`src/rtl/unbased_fill_pkg.sv`:
```
// Shared types for the fill-pattern stream checker.
// Latency: n/a (types only).
// Backpressure: n/a (types only).
package unbased_fill_pkg;

  // Expected-pattern selector, encoded to match the cfg_mode input.
  typedef enum logic [1:0] {
    FILL_ZERO      = 2'd0,
    FILL_ONES      = 2'd1,
    FILL_CAST_ONES = 2'd2,
    FILL_VALUE     = 2'd3
  } fill_mode_e;

  // Checker control states.
  typedef enum logic [1:0] {
    ST_IDLE = 2'd0,
    ST_RUN  = 2'd1,
    ST_DONE = 2'd2
  } chk_state_e;

endpackage : unbased_fill_pkg

```
`src/rtl/fill_pattern_gen.sv`:
```
// Expected-word generator: maps a fill mode (and literal value) to a WIDTH-bit pattern.
// Latency: purely combinational.
// Backpressure: none; output follows inputs.
module fill_pattern_gen
  import unbased_fill_pkg::*;
#(
  parameter int WIDTH  = 64,
  parameter int CAST_W = 3
) (
  input  fill_mode_e       mode,
  input  logic [WIDTH-1:0] value,
  output logic [WIDTH-1:0] pattern
);

  // Fills are width-agnostic: '0/'1 stretch to WIDTH, and the narrow cast
  // fill is CAST_W ones zero-extended to WIDTH.
  always_comb begin
    pattern = '0;
    case (mode)
      FILL_ZERO:      pattern = '0;
      FILL_ONES:      pattern = '1;
      FILL_CAST_ONES: pattern = WIDTH'(CAST_W'('1));
      FILL_VALUE:     pattern = value;
      default:        pattern = '0;
    endcase
  end

endmodule : fill_pattern_gen

```
`config.mk`:
```
export PLATFORM = sky130hd
export DESIGN_NAME = fill_pattern_gen
export DESIGN_NICKNAME = d
export VERILOG_FILES = /design/src/rtl/unbased_fill_pkg.sv /design/src/rtl/fill_pattern_gen.sv
export SDC_FILE = /design/constraint.sdc
export NUM_CORES = 1
export LEC_CHECK = 0
export BUFFER_PORTS_ARGS = -buffer_cell sky130_fd_sc_hd__buf_2
export CAP_MARGIN = 25
export CORE_MARGIN = 5
export CORE_UTILIZATION = 33
export DETAILED_ROUTE_END_ITERATION = 6
export PLACE_DENSITY = 0.9
export SLEW_MARGIN = 20
export SYNTH_ARGS = -nofsm -noshare
export SYNTH_HDL_FRONTEND = slang
export SYNTH_SLANG_ARGS = --single-unit
```
`constraint.sdc`:
```
create_clock -name vclk -period 2.1
set_input_delay 0.42 -clock vclk [all_inputs]
set_output_delay 0.42 -clock vclk [all_outputs]
set_load 0.02 [all_outputs]
```
==> results of run 1 <==
## worst paths after layout
path / depth (start not counted) / endpoint / startpoint
setup / recovery: 4 / pattern[52] / mode[0]
hold / removal: 3 / pattern[1] / value[1]
## routing by layer
layer / track usage / wire (um) / share of wire
met3: 0.0213 / 355 / 0.11
met1: 0.152 / 994 / 0.32
met4: 0 / 0 / 0
met5: 0 / 0 / 0
met2: 0.318 / 1750 / 0.56
## power breakdown
group	total, mW	internal (mW)	switching (mW)
registers	0	0	0
logic	0.360	0.150	0.210
clock network	0	0	0
total	0.360	0.150	0.210
## cells by family after synthesis
group                  after synthesis  share of synthesized area
buffers and inverters               75                      0.408
AO/OA/AOI/OAI                       64                      0.577
AND/OR/NAND/NOR                      2                     0.0147
## cell type report
| class | instances | area share |
|---|---|---|
| inverters | 61 | 0.156 |
| multi-input cells | 66 | 0.344 |
| well taps | 30 | 0.0256 |
| repair buffers | 134 | 0.474 |
## metrics by stage
stage	cell area [um2]	hold WS (ps)	power [mW]	instances	setup slack (ps)
2_1_floorplan	852	976	0.228	141	468
3_3_place_gp	1460	1170	0.356	291	445
3_5_place_dp	1460	1170	0.364	291	418
4_1_cts	1460	1170	0.365	291	419
5_1_grt	1460	1180	0.393	291	276
6_report	1460	1170	0.360	291	414
## layout by cell type, fill, tap and decap left out
cell / instances
a21boi_0: 27
buf_2: 130
a21boi_1: 31
nand2_1: 1
or2_4: 1
inv_1: 61
buf_4: 3
buf_12: 1
o21a_1: 3
a21boi_2: 3
==> parameters.txt, run 1 <==
Parameter                              Value

Run status
  Outcome ... finished clean

Finish
  Fill cell instance count of the final layout ... 264
  Area taken by flip-flops and latches ... 0 um2
  Proportion of layout cells with a drive suffix above 1 ... 0.529
  N_diodes ... 0
  Seq cells ... 0
  Footprint of the multi-input gates ... 504 um2
  Layout clock buffers ... 0
  Area growth from synthesis to final layout ... 71.8%
  Core utilization of the finished layout ... 0.591
  Net count, final ... 329

Die
  Starting utilization of the core area ... 0.344
  Core Rows ... 18
  Core footprint ... 2480 um2
  Die Y-Extent ... between 60 and 70 um
  Horizontal extent of the die ... 60.8 um
  I/O pin total ... between 100 and 150
  Total die area ... approximately 3700 um2

Worst setup path
  Worst path max stage delay ... 270 ps
  Buffers & Inverters on Critical Path ... 3
  Type of destination of the critical path ... primary output
  Maximum fanout along the worst path ... 30
  Slowest cell on the critical path ... buf_4
  Worst EP arrival ... 1270 ps
  Worst Setup Path Type ... input port to primary output
  Dominant cell type by count on the critical path ... buf_2
  CP Cell Sequence ... buf_2 > buf_4 > a21boi_0 > buf_2
  Data required time of the critical path ... 1680 ps
  Worst Setup Start Kind ... input port
  Largest delay contributor family on the critical path ... buffers and inverters

Timing
  Max transition margin ... 0.823
  Setup_tns ... 0 ps
  Total count of max-transition violations in the final report ... 0
  Final period demand of the worst path ... 1690 ps
  Peak clock frequency supported by timing ... 593 MHz
  Final setup fails ... 0
  Number of endpoints with negative hold slack in the final report ... 0
  Setup repair after global routing missed its margin ... false
  Final period util ... 0.803
  Transition time at the pin with the least slew margin ... 265 ps

Yosys
  Unique masters post-synth ... 10
  Sequential fraction of the synthesis area ... 0
  Biggest area consumer among synthesized cells ... a21boi_1
  Most area-consuming cells after synthesis ... a21boi_1 (27%), inv_1 (27%), a21boi_0 (24%)
  Average footprint of a synthesized cell ... 6.04 um2
  Number of cells produced by synthesis ... 141
  Count of warnings emitted by yosys ... 0
  Area share of the largest cell type after synthesis ... 0.273
  Net Count, Synth ... 207
  Mapped Area ... approximately 850 um2
  Cell with the most instances after synthesis ... inv_1
  Top cells by count, synth ... inv_1 (61), a21boi_1 (31), a21boi_0 (27)

Routing
  Vias per cell ... around 4.3
  Detailed-routing iteration count for the pre-antenna-repair pass ... 4
  Routed Antenna Nets ... 0
  Drc violations ... 0
  Iteration-0 DRC count of the detailed router ... 48
  Via total after detailed routing ... 1,253
  Total detailed-routing wirelength ... 3.10 mm
  DR WL/cell ... 10.7 um

Place
  Port Buffer Count ... 130
  Detailed-placement wirelength estimate ... 2.69 mm
  Final weighted congestion in routability-driven placement ... 0.713

Global routing
  Pin count of the biggest net entering global routing ... between 40 and 50
  Antenna violations before repair ... 0
  Final global-route overflow total ... 0
  Vias in the first global route ... 1,060
  First-pass GRT wire length ... 4.46 mm
  Total Routing Usage GR ... 0.146

Clock tree
  Number of gates given a new drive strength after cts ... 0
  Setup fix buffers added after clock tree synthesis ... 0
  Quantity of hold-fixing buffers added after cts ... 0

Worst hold path
  Min-Delay Path Class ... input port to primary output

Power
  Peak supply drop ... ~0.15 mV
  Pwr per Cell Area ... 246 nW/um2
  Leakage component of the power ... around 1.1 nW

Flow run
  Max cap viols ... 0
Power figures use the tool's default switching activity.
==> inputs of run 2 (changes only) <==
- CORE_UTILIZATION: 33 -> 28
- PLACE_DENSITY: 0.9 -> 0.81
- clock period: 2.1 -> 1.49 ns (I/O delays scaled with it)
==> parameters.txt, run 2 (synthesis results as in run 1) <==
Parameter                              Value

Worst setup path
  CP Cell Sequence ... clkbuf_4 > buf_12 > a21boi_0 > buf_2
  Maximum fanout along the worst path ... 34
  Worst Setup Path Type ... input port to primary output
  Worst Setup Start Kind ... input port
  Buffers & Inverters on Critical Path ... 3
  Type of destination of the critical path ... primary output
  Worst EP arrival ... 1060 ps
  Largest delay contributor family on the critical path ... buffers and inverters
  Worst path max stage delay ... around 200 ps
  Data required time of the critical path ... 1190 ps
  Slowest cell on the critical path ... a21boi_0
  Instance count on the critical path ... 4

Clock tree
  Setup fix buffers added after clock tree synthesis ... 0
  Quantity of hold-fixing buffers added after cts ... 0

Timing
  Max transition margin ... 0.894
  Final setup fails ... 0
  Final period util ... 0.911
  Setup repair after global routing missed its margin ... false
  Total count of max-transition violations in the final report ... 0
  Final period demand of the worst path ... ~1400 ps
  Number of endpoints with negative hold slack in the final report ... 0
  Setup_tns ... 0 ps
  Peak clock frequency supported by timing ... 737 MHz
  Transition time at the pin with the least slew margin ... 158 ps
  Final hold slack ... 928 ps

Routing
  Drc violations ... 0
  Routed Antenna Nets ... 0
  Routed length on met1 ... 1.04 mm
  Iteration-0 DRC count of the detailed router ... 27
  Via total after detailed routing ... about 1.2k
  Amount of wire on met3 after detailed routing ... 314 um
  DR WL/cell ... about 10 um
  Total detailed-routing wirelength ... 3.00 mm
  Top layer reached by signal wires ... met4
  Detailed-routing iteration count for the pre-antenna-repair pass ... 2
  Wire length on met2 ... 1.63 mm
  Vias per cell ... 4.19

Die
  Die Y-Extent ... 65.2 um
  Horizontal extent of the die ... 65.2 um
  Starting utilization of the core area ... 0.286
  Core footprint ... 2980 um2
  I/O pin total ... 130
  Core Rows ... 20
  Total die area ... 4250 um2

Power
  Combinational share of power ... 1.000
  Switching power summed over all nets ... between 0.2 and 0.3 mW
  Internal cell power ... 0.222 mW
  Seq pwr share ... 0
  Pwr per Cell Area ... between 300 and 400 nW/um2
  Total Power ... 0.517 mW
  Peak supply drop ... 0.144 mV
  Clock share of power ... 0
  Switching part of the total power ... 0.572
  Leakage component of the power ... ~1.1 nW

Global routing
  Vias in the first global route ... 1,129
  Pin count of the biggest net entering global routing ... 35
  Final global-route overflow total ... 0
  Antenna violations before repair ... 0
  First-pass GRT wire length ... 4.62 mm
  Total Routing Usage GR ... 0.127

Flow run
  Max cap viols ... 0

Run status
  Outcome ... finished clean

Finish
  Layout clock buffers ... 0
  N_diodes ... 0
  Area growth from synthesis to final layout ... 76.4%
  Fill cell instance count of the final layout ... 317
  Seq cells ... 0
  Proportion of layout cells with a drive suffix above 1 ... 0.531
  Most common cell after layout, fill and taps aside ... buf_2
  Commonest non-fill, non-tap cells in the layout ... buf_2 (129), inv_1 (61), a21boi_1 (31)
  Area taken by flip-flops and latches ... 0 um2
  Net count, final ... 330

Worst hold path
  Destination of the worst hold path ... pattern[2]
  Min-Delay Path Class ... input port to primary output
  Cell count of the worst hold path ... 3
  Start point of the worst hold path ... value[2]

Place
  Detailed-placement wirelength estimate ... 2.62 mm
  Port Buffer Count ... 130
  Final weighted congestion in routability-driven placement ... 0.733
[run 2: cell count changes in the layout (fill, tap and decap cells not counted)]
cell / change
buf_2: -1
clkbuf_4: +1
buf_12: +2
buf_4: -1
[run 2: worst max-delay path by stage]
stage               startpoint     endpoint  slack (ps)
floorplan              mode[1]  pattern[10]         100
global placement       mode[0]  pattern[29]         130
detailed placement     mode[0]  pattern[23]          70
CTS                    mode[0]  pattern[23]          70
global route           mode[0]  pattern[32]          30
finish                 mode[0]  pattern[23]         130
[run 2: power groups by stage]
stage                     Combinational [mW]  Sequential, mW  Clock, mW
after global placement                 0.514               0          0
after global routing                   0.567               0          0
after floorplan                        0.321               0          0
after CTS                              0.524               0          0
final                                  0.517               0          0
after detailed placement               0.522               0          0
[run 2: layout make-up]
cell class	count	area, um2	share of cell area
timing repair buffer	135	728	0.485
multi-input combinational	66	504	0.336
inverter	61	229	0.152
tap	33	41.3	0.0275
[run 2: through the flow]
step	instance area (um2)	util	std cells	setup slack, ps
floorplan	852	-	141	102
CTS	1500	0.504	295	67.5
global placement	1500	0.504	295	133
detailed placement	1500	0.504	295	75.0
finish	1500	0.505	295	133
global route	1500	0.505	295	27.0
[run 2: per-layer routing]
| layer | vias up | global-route usage |
|---|---|---|
| li1 | 660 | - |
| met1 | 517 | 0.134 |
| met2 | 58 | 0.260 |
| met3 | 2 | 0.0205 |
| met4 | 0 | 0.0181 |
| met5 | - | 0 |
[run 2: timing repair]
item                                    in CTS  in global routing
resized for setup                            0                  1
endpoints found under the setup margin       0                  2
endpoints found under the hold margin        0                  0
